**config.mk**
```make
export PLATFORM = sky130hd
export DESIGN_NAME = lcd_bus_responder_flat
export DESIGN_NICKNAME = d
export VERILOG_FILES = /design/src/rtl/lcd_resp_pkg.sv /design/src/rtl/lcd_bus_responder_if.sv /design/src/rtl/en_sync_edge.sv /design/src/rtl/lcd_bus_responder.sv /design/src/flat_wrapper.sv
export SDC_FILE = /design/constraint.sdc
export NUM_CORES = 1
export LEC_CHECK = 0
export CAP_MARGIN = 20
export CORE_MARGIN = 5
export CORE_UTILIZATION = 35
export DETAILED_ROUTE_END_ITERATION = 10
export DONT_BUFFER_PORTS = 1
export REMOVE_ABC_BUFFERS = 1
export SLEW_MARGIN = 20
export SYNTH_ARGS = -nofsm -noshare
export SYNTH_HDL_FRONTEND = slang
export SYNTH_SLANG_ARGS = --single-unit
```
**constraint.sdc**
```tcl
create_clock -name clk -period 2.44 [get_ports clk]
set_input_delay 0.488 -clock clk [delete_from_list [all_inputs] [get_ports clk]]
set_output_delay 0.488 -clock clk [all_outputs]
set_load 0.01 [all_outputs]
```
**src/rtl/lcd_resp_pkg.sv**
```systemverilog
// Shared constants, bus payload type and helpers for the HD44780-style bus responder.
package lcd_resp_pkg;

  localparam int unsigned BUSY_SHORT_DEF = 40;
  localparam int unsigned BUSY_LONG_DEF  = 1640;
  localparam int unsigned DATA_W         = 8;
  localparam int unsigned AC_W           = 7;
  localparam int unsigned CELLS          = 32;
  localparam int unsigned CELL_W         = 5;
  localparam int unsigned COUNT_W        = 16;

  localparam logic [AC_W-1:0]   LINE2_BASE = 7'h40;
  localparam logic [AC_W-1:0]   LINE1_LAST = 7'h0F;
  localparam logic [AC_W-1:0]   LINE2_LAST = 7'h4F;
  localparam logic [DATA_W-1:0] SPACE      = 8'h20;

  localparam logic [DATA_W-1:0] OP_CLEAR = 8'h01;
  localparam logic [DATA_W-1:0] OP_HOME  = 8'h02;
  localparam logic [DATA_W-1:0] OP_ENTRY = 8'h04;
  localparam logic [DATA_W-1:0] OP_DISP  = 8'h08;
  localparam logic [DATA_W-1:0] OP_SHIFT = 8'h10;
  localparam logic [DATA_W-1:0] OP_FUNC  = 8'h20;
  localparam logic [DATA_W-1:0] OP_CGRAM = 8'h40;
  localparam logic [DATA_W-1:0] OP_DDRAM = 8'h80;

  typedef struct packed {
    logic              rs;
    logic              rw;
    logic [DATA_W-1:0] data;
  } bus_sample_t;

  typedef enum logic [3:0] {
    CMD_NOP, CMD_CLEAR, CMD_HOME, CMD_ENTRY, CMD_DISP,
    CMD_SHIFT, CMD_FUNC, CMD_CGRAM, CMD_DDRAM
  } cmd_t;

  typedef enum logic [1:0] {ST_IDLE, ST_CLEAR, ST_BUSY} state_t;

  // Instruction class is chosen by the highest set bit.
  function automatic cmd_t decode_cmd(input logic [DATA_W-1:0] d);
    cmd_t c;
    casez (d)
      8'b1???????: c = CMD_DDRAM;
      8'b01??????: c = CMD_CGRAM;
      8'b001?????: c = CMD_FUNC;
      8'b0001????: c = CMD_SHIFT;
      8'b00001???: c = CMD_DISP;
      8'b000001??: c = CMD_ENTRY;
      8'b0000001?: c = CMD_HOME;
      8'b00000001: c = CMD_CLEAR;
      default:     c = CMD_NOP;
    endcase
    return c;
  endfunction

  // Address counter step with the two-line wrap: 0x0F<->0x40 and 0x4F<->0x00.
  function automatic logic [AC_W-1:0] ac_step(input logic [AC_W-1:0] a, input logic inc);
    logic [AC_W-1:0] nxt;
    if (inc) begin
      if (a == LINE1_LAST)      nxt = LINE2_BASE;
      else if (a == LINE2_LAST) nxt = '0;
      else                      nxt = a + AC_W'(1);
    end else begin
      if (a == '0)              nxt = LINE2_LAST;
      else if (a == LINE2_BASE) nxt = LINE1_LAST;
      else                      nxt = a - AC_W'(1);
    end
    return nxt;
  endfunction

endpackage

```
**src/rtl/lcd_bus_responder_if.sv**
```systemverilog
// LCD controller bus: strobes and data from the controller, read data back to it.
interface lcd_bus_responder_if;
  import lcd_resp_pkg::*;

  logic              lcd_en;
  logic              lcd_rs;
  logic              lcd_rw;
  logic [DATA_W-1:0] lcd_data_in;
  logic [DATA_W-1:0] lcd_data_out;
  logic              lcd_data_oe;

  modport master (output lcd_en, lcd_rs, lcd_rw, lcd_data_in,
                  input  lcd_data_out, lcd_data_oe);
  modport slave  (input  lcd_en, lcd_rs, lcd_rw, lcd_data_in,
                  output lcd_data_out, lcd_data_oe);
endinterface

```
**src/rtl/en_sync_edge.sv**
```systemverilog
// Two-flop synchronizer for the asynchronous enable strobe plus rise/fall detect.
module en_sync_edge (
  input  logic clk,
  input  logic rst,
  input  logic en_async,
  output logic en_sync,
  output logic rise_c,
  output logic fall_c
);
  logic s1, s2, s3;

  always_ff @(posedge clk or negedge rst) begin
    if (!rst) begin
      s1 <= 1'b0;
      s2 <= 1'b0;
      s3 <= 1'b0;
    end else begin
      s1 <= en_async;
      s2 <= s1;
      s3 <= s2;
    end
  end

  assign en_sync = s2;
  assign rise_c  = s2 & ~s3;
  assign fall_c  = ~s2 & s3;
endmodule

```
**src/rtl/lcd_bus_responder.sv**
```systemverilog
// HD44780-style bus responder: decodes controller writes/reads against a 32-cell DDRAM model.
module lcd_bus_responder
  import lcd_resp_pkg::*;
#(
  parameter int unsigned BUSY_SHORT = BUSY_SHORT_DEF,
  parameter int unsigned BUSY_LONG  = BUSY_LONG_DEF
) (
  input  logic                clk,
  input  logic                rst,
  lcd_bus_responder_if.slave  bus,
  input  logic [CELL_W-1:0]   mon_idx,
  output logic [DATA_W-1:0]   mon_char,
  output logic                busy,
  output logic [AC_W-1:0]     ac,
  output logic                disp_on,
  output logic                cursor_on,
  output logic                blink_on,
  output logic [COUNT_W-1:0]  cmd_count,
  output logic                err_busy,
  output logic                err_addr,
  input  logic                err_clr
);
  localparam int unsigned CNT_W =
    $clog2(((BUSY_LONG > BUSY_SHORT) ? BUSY_LONG : BUSY_SHORT) + 1);

  state_t            state;
  bus_sample_t       smp;
  logic [CNT_W-1:0]  busy_cnt;
  logic [CELL_W-1:0] clr_idx;
  logic              id_inc;
  logic              en_lvl, en_fall_c, en_rise_c_unused;
  logic [DATA_W-1:0] ddram [CELLS];
  logic [DATA_W-1:0] rd_data;
  logic              rd_oe;

  en_sync_edge u_en_sync (
    .clk      (clk),
    .rst      (rst),
    .en_async (bus.lcd_en),
    .en_sync  (en_lvl),
    .rise_c   (en_rise_c_unused),
    .fall_c   (en_fall_c)
  );

  // rs/rw/data sampled alongside the first synchronizer stage
  always_ff @(posedge clk or negedge rst) begin
    if (!rst) smp <= '0;
    else      smp <= '{rs: bus.lcd_rs, rw: bus.lcd_rw, data: bus.lcd_data_in};
  end

  cmd_t              cmd_c;
  logic              wr_ev_c, acc_c, rd_step_c, long_c, clear_c, addr_bad_c;
  logic [CELL_W-1:0] ac_cell_c;

  assign cmd_c      = decode_cmd(smp.data);
  assign wr_ev_c    = en_fall_c & ~smp.rw;
  assign acc_c      = wr_ev_c & ~busy;
  assign rd_step_c  = en_fall_c & smp.rw & smp.rs & ~busy;
  assign clear_c    = ~smp.rs & (cmd_c == CMD_CLEAR);
  assign long_c     = ~smp.rs & ((cmd_c == CMD_CLEAR) | (cmd_c == CMD_HOME));
  assign addr_bad_c = ~smp.rs & (cmd_c == CMD_DDRAM) & (smp.data[5:4] != 2'b00);
  assign ac_cell_c  = {ac[6], ac[3:0]};

  // Control FSM: accept writes when idle, sweep spaces during clear, count busy down.
  always_ff @(posedge clk or negedge rst) begin
    if (!rst) begin
      state     <= ST_IDLE;
      busy      <= 1'b0;
      busy_cnt  <= '0;
      clr_idx   <= '0;
      ac        <= '0;
      id_inc    <= 1'b1;
      disp_on   <= 1'b0;
      cursor_on <= 1'b0;
      blink_on  <= 1'b0;
      cmd_count <= '0;
      err_busy  <= 1'b0;
      err_addr  <= 1'b0;
    end else begin
      case (state)
        ST_IDLE: begin
          if (acc_c) begin
            busy     <= 1'b1;
            busy_cnt <= long_c ? CNT_W'(BUSY_LONG) : CNT_W'(BUSY_SHORT);
            clr_idx  <= '0;
            state    <= clear_c ? ST_CLEAR : ST_BUSY;
            if (cmd_count != '1) cmd_count <= cmd_count + COUNT_W'(1);
            if (smp.rs) begin
              ac <= ac_step(ac, id_inc);
            end else begin
              case (cmd_c)
                CMD_HOME:  ac <= '0;
                CMD_ENTRY: id_inc <= smp.data[1];
                CMD_DISP:  {disp_on, cursor_on, blink_on} <= smp.data[2:0];
                CMD_SHIFT: if (!smp.data[3]) ac <= ac_step(ac, smp.data[2]);
                CMD_DDRAM: if (smp.data[5:4] == 2'b00) ac <= smp.data[6:0];
                default: ;
              endcase
            end
          end else if (rd_step_c) begin
            ac <= ac_step(ac, id_inc);
          end
        end
        ST_CLEAR: begin
          busy_cnt <= busy_cnt - CNT_W'(1);
          clr_idx  <= clr_idx + CELL_W'(1);
          if (clr_idx == CELL_W'(CELLS - 1)) begin
            ac     <= '0;
            id_inc <= 1'b1;
            if (busy_cnt <= CNT_W'(1)) begin
              busy  <= 1'b0;
              state <= ST_IDLE;
            end else begin
              state <= ST_BUSY;
            end
          end
        end
        ST_BUSY: begin
          busy_cnt <= busy_cnt - CNT_W'(1);
          if (busy_cnt <= CNT_W'(1)) begin
            busy  <= 1'b0;
            state <= ST_IDLE;
          end
        end
        default: state <= ST_IDLE;
      endcase

      // A new error takes precedence over a simultaneous clear.
      if (wr_ev_c && busy) err_busy <= 1'b1;
      else if (err_clr)    err_busy <= 1'b0;
      if (acc_c && addr_bad_c) err_addr <= 1'b1;
      else if (err_clr)        err_addr <= 1'b0;
    end
  end

  logic              wr_en_c;
  logic [CELL_W-1:0] wr_cell_c;
  logic [DATA_W-1:0] wr_data_c;

  always_comb begin
    wr_en_c   = 1'b0;
    wr_cell_c = ac_cell_c;
    wr_data_c = smp.data;
    if (state == ST_CLEAR) begin
      wr_en_c   = 1'b1;
      wr_cell_c = clr_idx;
      wr_data_c = SPACE;
    end else if (acc_c && smp.rs) begin
      wr_en_c   = 1'b1;
    end
  end

  always_ff @(posedge clk or negedge rst) begin
    if (!rst) begin
      for (int i = 0; i < CELLS; i++) ddram[i] <= SPACE;
    end else if (wr_en_c) begin
      ddram[wr_cell_c] <= wr_data_c;
    end
  end

  // Read-back path and monitor port
  always_ff @(posedge clk or negedge rst) begin
    if (!rst) begin
      mon_char <= SPACE;
      rd_data  <= '0;
      rd_oe    <= 1'b0;
    end else begin
      mon_char <= ddram[mon_idx];
      rd_oe    <= en_lvl & smp.rw;
      if (en_lvl && smp.rw) rd_data <= smp.rs ? ddram[ac_cell_c] : {busy, ac};
      else                  rd_data <= '0;
    end
  end

  assign bus.lcd_data_out = rd_data;
  assign bus.lcd_data_oe  = rd_oe;
endmodule

```
**src/flat_wrapper.sv**
```systemverilog
// flat-port wrapper written by rule: the top's interface ports become plain ports
module lcd_bus_responder_flat import lcd_resp_pkg::*;
#(
  parameter int unsigned BUSY_SHORT = BUSY_SHORT_DEF,
  parameter int unsigned BUSY_LONG  = BUSY_LONG_DEF
)
  (clk, rst, mon_idx, mon_char, busy, ac, disp_on, cursor_on, blink_on, cmd_count, err_busy, err_addr, err_clr, bus_lcd_en, bus_lcd_rs, bus_lcd_rw, bus_lcd_data_in, bus_lcd_data_out, bus_lcd_data_oe);
  lcd_bus_responder_if bus_i ();
  input  logic clk;
  input  logic rst;
  input  logic [CELL_W-1:0] mon_idx;
  output logic [DATA_W-1:0] mon_char;
  output logic busy;
  output logic [AC_W-1:0] ac;
  output logic disp_on;
  output logic cursor_on;
  output logic blink_on;
  output logic [COUNT_W-1:0] cmd_count;
  output logic err_busy;
  output logic err_addr;
  input  logic err_clr;
  input wire logic [$bits(bus_i.lcd_en)-1:0] bus_lcd_en;
  input wire logic [$bits(bus_i.lcd_rs)-1:0] bus_lcd_rs;
  input wire logic [$bits(bus_i.lcd_rw)-1:0] bus_lcd_rw;
  input wire logic [$bits(bus_i.lcd_data_in)-1:0] bus_lcd_data_in;
  output wire logic [$bits(bus_i.lcd_data_out)-1:0] bus_lcd_data_out;
  output wire logic [$bits(bus_i.lcd_data_oe)-1:0] bus_lcd_data_oe;
  assign bus_i.lcd_en = bus_lcd_en;
  assign bus_i.lcd_rs = bus_lcd_rs;
  assign bus_i.lcd_rw = bus_lcd_rw;
  assign bus_i.lcd_data_in = bus_lcd_data_in;
  assign bus_lcd_data_out = bus_i.lcd_data_out;
  assign bus_lcd_data_oe = bus_i.lcd_data_oe;
  lcd_bus_responder #(.BUSY_SHORT(BUSY_SHORT), .BUSY_LONG(BUSY_LONG)) u_core (.clk(clk), .rst(rst), .bus(bus_i), .mon_idx(mon_idx), .mon_char(mon_char), .busy(busy), .ac(ac), .disp_on(disp_on), .cursor_on(cursor_on), .blink_on(blink_on), .cmd_count(cmd_count), .err_busy(err_busy), .err_addr(err_addr), .err_clr(err_clr));
endmodule
```
==> results.yml, run 1 <==
status:
  status: "finished with violations"
  violations: "negative hold slack"
sta:
  fin_worst_skew_ns: 0.01661
  final_max_slew_viol_count: 0
  hold_viol_final: 300
  relSlewSlack_pct: 31.62
  rsz0062_at_grt: "yes"
  worst_pin_slew_ns: 1.026
  fin_crit_sh_pct: 98.33
  finalSetupViolations: 0
  fin_setup_tns_ns: 0
  hold_slack_ns: -0.3757
  timing.final.crit_period_ns: 2.399
  fmaxAchievable_mhz: 416.8
synthesis:
  ys_seq_elements: 334
  syn-cell-area_mm2: 0.01766
  synthMuxAreaShare_pct: 36.89
  syn_avg_cell_area_um2: 13.96
  syn_inst: 1265
  synth_area_leaders: "dfrtp_1, mux4_2, mux2_2, dfstp_2, nor2_1"
  yosys_warnings: 0
  synthAdderAreaFrac_pct: 0.7795
  synth_simple_gate_area_share_pct: 7.207
  synth_top_family_by_area: "multiplexers"
  synthArstFlopShare_pct: 100.0
  netlist.area_leader.share_pct: 42.52
  seq_area_frac_synth_pct: 47.58
  synth_edf_count: 0
  ys_types: 58
  synth_top_cell_by_area: "dfrtp_1"
  synth_xor_area_share_pct: 1.091
  synthFlopType: "dfrtp_1"
  synth_compound_area_share_pct: 4.032
clock_tree:
  cts_hold_buf: 11
  clk_pin_slew_ns: 0.06
  cts_made_buffers: 41
  clock_latency_ns: 0.57
  htree_levels: 2
  cts_root_buf: "clkbuf_16"
  cts_sinks: 334
  cts_tree: "built"
  clockBufferDepth: 3
critical_path:
  startpoint_type: "flop"
  cp.required_ns: 2.89
  cp_slowest_stage_delay_ns: 0.53
  crit_top_cell: "or4_4"
  rrSetupSlack_ns: 0.04
  cp-end-kind: "flop"
  slowest_stage: "or4_4"
  critPathKind: "reg2reg"
  arrival_ns: 2.85
  path_cells: "or4_4, or4_4, or4_4, a21oi_4, mux2_4"
  cp_max_fo: 3
cells_and_area:
  nFillCells: 4582
  stdcell_count: 2053
  drive_gt1_share_pct: 49.96
  n_antenna_cell: 0
  nNetsFinal: 1378
  syn2layout_area_growth_pct: 18.76
power_and_ir_drop:
  cellLeakagePower_nw: 9.100
  power_per_cell_area_mw_per_mm2: 781.5
  vdd_ir_drop_max_mv: 0.4431
grt:
  grt_pass1_vias: 12100
  grt_usage_pct: 17.40
  grt_max_degree: 335
  grt_pass1_wl_um: 75330
  grt-ovfl-total: 0
  antenna_found_initial: 2
placement:
  dp_cells: 1964
  place_congestion: 0.8494
  post-dp-hpwl_um: 31650
  portBuffers: 0
die:
  die_y_um: 234.6
  ios: 65
  num_rows: 82
  fp.coreArea_mm2: 0.05007
  die_area_mm2: 0.05504
  initial_core_util_pct: 35.26
  dieWidth_um: 234.6
route:
  wl_um: 48050
  via_per_inst: 5.577
  drt_iter0_drc: 809
  postRouteAntennaNets: 0
  wire_per_inst_um: 23.41
  vias: 11450
  drt_pass1_iterations: 5
  drc: 0
hold_path:
  hold_path.class: "in2async"
run:
  cap_violations: 0
==> where the power goes <==
part	switching, W	internal [W]
Combinational	0.00219	0.00182
Clock	0.00245	0.00371
Sequential	0.000324	0.00588
==> kinds of logic after synthesis <==
logic type | after synthesis
xor+xnor | 22
fa+ha+maj | 11
buf+inv | 109
flops | 334
compound gates | 109
mux | 428
simple gates | 252
==> layer usage <==
metal  vias to the layer above  track usage (%)  wire length, µm
met1                      6068            24.17            21100
met3                        75            4.550             3220
li1                       4990                -                -
met5                         -                0               13
met4                         2            4.583             1046
met2                       315            27.39            22680
==> layout by cell type (no fill, tap or decap), drive strengths merged, types with 7 or more instances in the layout <==
master / instances
a21oi: 30
buf: 115
clkbuf: 58
clkinv: 12
dfrtp: 300
dfstp: 34
dlygate4sd3: 11
ha: 11
inv: 25
mux2: 261
mux2i: 15
mux4: 152
nand2: 50
nand2b: 7
nand3: 23
nand4: 9
nor2: 108
nor2b: 11
nor3: 10
nor4: 7
o21ai: 27
xnor2: 15
xor2: 7
==> critical path: cells and delay by family (launching register included) <==
family,cells,cell delay [ns]
AND/OR/NAND/NOR,3,1.43
flip-flops,1,0.37
multiplexers,1,0.31
AO/OA/AOI/OAI,1,0.19
==> final timing paths <==
path	startpoint	cells after the start	to
max	u_core.busy_cnt[2]	5	u_core.state[0]
min	rst	0	u_core.cmd_count[3]
max reg2reg	u_core.busy_cnt[2]	5	u_core.state[0]
min reg2reg	u_core.u_en_sync.s1	0	u_core.u_en_sync.en_sync
max in group asynchronous	rst	0	u_core.ac[0]
min in group clk	err_clr	1	u_core.err_busy
==> registers in the layout, summed over array words and instances, names as in the netlist, 2 cells and up <==
register / flops
u_core.smp: 10
u_core.mon_char: 8
u_core.state: 2
u_core.clr_idx: 5
u_core.bus.lcd_data_out: 8
u_core.ddram: 256
u_core.cmd_count: 16
u_core.busy_cnt: 11
u_core.ac: 7
==> cells in the mapped netlist (23+ instances only) <==
cell / count
mux4_2: 152
dfstp_2: 34
inv_1: 23
dfrtp_1: 300
o21ai_0: 27
mux2_2: 260
a21oi_1: 29
nor2_2: 32
nand3_1: 23
nor2_1: 76
clkbuf_1: 58
nand2_1: 50
==> repair_timing <==
item,CTS,global route
setup endpoints to repair,5,192
gates resized for setup,1,15
hold endpoints to repair,345,334
pin swaps,1,1
setup buffers,1,1
==> through the flow <==
| step | setup WS [ns] | utilization (%) | power, W | cell area, µm² |
|---|---|---|---|---|
| floorplan | -2.038 | - | 0.008670 | 17310 |
| global placement | -0.04327 | 38.75 | 0.01023 | 19400 |
| detailed placement | -0.01263 | 38.75 | 0.01026 | 19400 |
| CTS | 0.01368 | 41.76 | 0.01655 | 20910 |
| global route | -0.02382 | 41.88 | 0.01718 | 20970 |
| finish | 0.04073 | 41.88 | 0.01639 | 20970 |
==> layout make-up <==
| class | instances | area (µm²) | share of cell area [%] |
|---|---|---|---|
| clock buffers | 58 | 1180 | 5.627 |
| clock inverters | 18 | 201.4 | 0.9607 |
| inverters | 23 | 86.33 | 0.4117 |
| multi-input cells | 822 | 8894 | 42.42 |
| flip-flops and latches | 334 | 8409 | 40.11 |
| well taps | 672 | 840.8 | 4.010 |
| repair buffers | 126 | 1356 | 6.469 |
No activity file was read; power rests on OpenSTA's default activity.
==> run 2, diff against run 1 <==
--- a/config.mk
+++ b/config.mk
@@ -11,6 +11,7 @@
 export DETAILED_ROUTE_END_ITERATION = 10
 export DONT_BUFFER_PORTS = 1
 export REMOVE_ABC_BUFFERS = 1
+export SKIP_CTS_REPAIR_TIMING = 1
 export SLEW_MARGIN = 20
 export SYNTH_ARGS = -nofsm -noshare
 export SYNTH_HDL_FRONTEND = slang
==> run 2 against run 1 <==
Compared with the run above: the run still ends with negative hold slack left; register-to-register slack barely moved; largest power group unchanged; combinational power is essentially flat; global-route usage fell by 0.053 points; power increased by 0.22%; first-iteration DRC count down 2.2%; design area is 0.29% higher; core utilization rose by 0.12 points; sequential share of layout area fell by 0.12 points; critical path depth is 4 higher; non-clock buffer count down 1; setup slack got worse by 0.0035 ns; fmax is 0.15% lower.
==> results.yml, run 2 (same netlist as run 1, synthesis figures left out) <==
clock_tree:
  clk_pin_slew_ns: 0.06
  cts_root_buf: "clkbuf_16"
  cts_made_buffers: 41
  cts_tree: "built"
  clock_latency_ns: 0.57
  clockBufferDepth: 3
  htree_levels: 2
  cts_sinks: 334
cells_and_area:
  final_common_cell: "dfrtp_1"
  reg_top3: "u_core.ddram: 256 flops, u_core.cmd_count: 16 flops, u_core.busy_cnt: 11 flops"
  layout_common_cells: "dfrtp_1, mux2_2, mux4_2"
  nNetsFinal: 1377
  syn2layout_area_growth_pct: 19.11
  largest_register_ffs: 256
  largest-register: "u_core.ddram"
  n_antenna_cell: 0
  stdcell_count: 2052
  drive_gt1_share_pct: 49.78
critical_path:
  cp.required_ns: 2.88
  arrival_ns: 2.84
  cp_max_fo: 8
  path_cells: "nor4b_4, nand2_1, o31ai_2, buf_4, nand2_1, buf_6, nor2_4, buf_6, mux2_2"
  slowest_stage: "dfrtp_1"
  startpoint_type: "flop"
  cp-end-kind: "flop"
  critPathKind: "reg2reg"
  cp_slowest_stage_delay_ns: 0.42
run:
  cap_violations: 0
power_and_ir_drop:
  vdd_ir_drop_max_mv: 0.4411
  p_switching_w: 0.005006
  switching_share_pct: 30.48
  p_int_w: 0.01142
  cellLeakagePower_nw: 9.099
  clockPowerShare_pct: 37.6
  comb_power_share_pct: 24.6
  p_seq_share_pct: 37.8
  power_per_cell_area_mw_per_mm2: 781.0
grt:
  grt_pass1_wl_um: 75070
  grt_pass1_vias: 12040
  antenna_found_initial: 2
  grt-ovfl-total: 0
  grt_usage_pct: 17.34
  grt_max_degree: 335
sta:
  layout_setup_ws_ns: 0.03721
  hold_viol_final: 300
  worst_pin_slew_ns: 1.167
  rsz0062_at_grt: "yes"
  final_max_slew_viol_count: 0
  timing.final.crit_period_ns: 2.403
  fmaxAchievable_mhz: 416.2
  fin_crit_sh_pct: 98.48
  hold_slack_ns: -0.3776
  fin_setup_tns_ns: 0
  finalSetupViolations: 0
  fin_worst_skew_ns: 0.01873
  relSlewSlack_pct: 22.18
route:
  drt_iter0_drc: 791
  wire_per_inst_um: 23.50
  via_per_inst: 5.595
  drt_pass1_iterations: 5
  drc: 0
  vias: 11480
  wl_um: 48230
  postRouteAntennaNets: 0
die:
  num_rows: 82
  ios: 65
  dieWidth_um: 234.6
  fp.coreArea_mm2: 0.05007
  die_area_mm2: 0.05504
  die_y_um: 234.6
  initial_core_util_pct: 35.26
status:
  violations: "negative hold slack"
  status: "finished with violations"
placement:
  portBuffers: 0
  post-dp-hpwl_um: 31650
  place_congestion: 0.8494
  place_ws_ns: -0.01263
  dp_cells: 1964
hold_path:
  hold_path.class: "in2async"
## run 2: cell types whose count changed in the layout (fill, tap and decap cells not counted)
cell	delta
mux2i_1	+1
nor2_4	+12
nor2_1	+1
buf_6	+4
buf_4	-5
nor2_2	-13
mux2i_2	-1
## run 2: area by class of cell
class	instances	area, µm²
clock inverters	18	201.4
fillers	4572	29040
inverters	23	86.33
repair buffers	125	1364
flip-flops and latches	334	8409
well taps	672	840.8
multi-input cells	822	8947
clock buffers	58	1180
## run 2: worst max-delay path, delay by kind of cell (launching register included)
family / cells / cell delay, ns
simple gates: 4 / 0.73
compound gates: 1 / 0.28
flops: 1 / 0.42
buf+inv: 3 / 0.51
mux: 1 / 0.34
## run 2: metrics by stage
| stage | hold WS (ns) | utilization, % | area [µm²] | power (W) |
|---|---|---|---|---|
| after CTS | -0.3997 | 41.51 | 20780 | 0.01653 |
| after global placement | 0.2073 | 38.75 | 19400 | 0.01023 |
| after global routing | -0.3982 | 42.00 | 21030 | 0.01720 |
| final | -0.3776 | 42.00 | 21030 | 0.01642 |
| after detailed placement | 0.2076 | 38.75 | 19400 | 0.01026 |
| after floorplan | 0.1924 | - | 17310 | 0.008670 |
## run 2: power groups by stage
stage	Clock [W]	Sequential, W	Combinational [W]
floorplan	0	0.00671	0.00196
global placement	0	0.00628	0.00394
detailed placement	0	0.00629	0.00397
CTS	0.00633	0.00620	0.00399
global route	0.00656	0.00624	0.00439
finish	0.00618	0.00620	0.00404
## run 2: path summary, 6_finish.rpt
path	start	slack (ns)	end	cells past startpoint
min	rst	-0.38	u_core.cmd_count[3]	0
max	u_core.smp[8]	0.04	u_core.ddram[87]	9
min reg2reg	u_core.u_en_sync.s1	0.36	u_core.u_en_sync.en_sync	0
max in group asynchronous	rst	1.73	u_core.ac[0]	0
max reg2reg	u_core.smp[8]	0.04	u_core.ddram[87]	9
min in group clk	err_clr	0.03	u_core.err_busy	1
## run 2: layer usage
| metal | wire, µm | part of all wire (%) | track usage (%) |
|---|---|---|---|
| met1 | 21290 | 44 | 24.11 |
| met2 | 22750 | 47 | 27.27 |
| met3 | 3104 | 6.4 | 4.550 |
| met4 | 1073 | 2.2 | 4.583 |
| met5 | 13 | 0.027 | 0 |
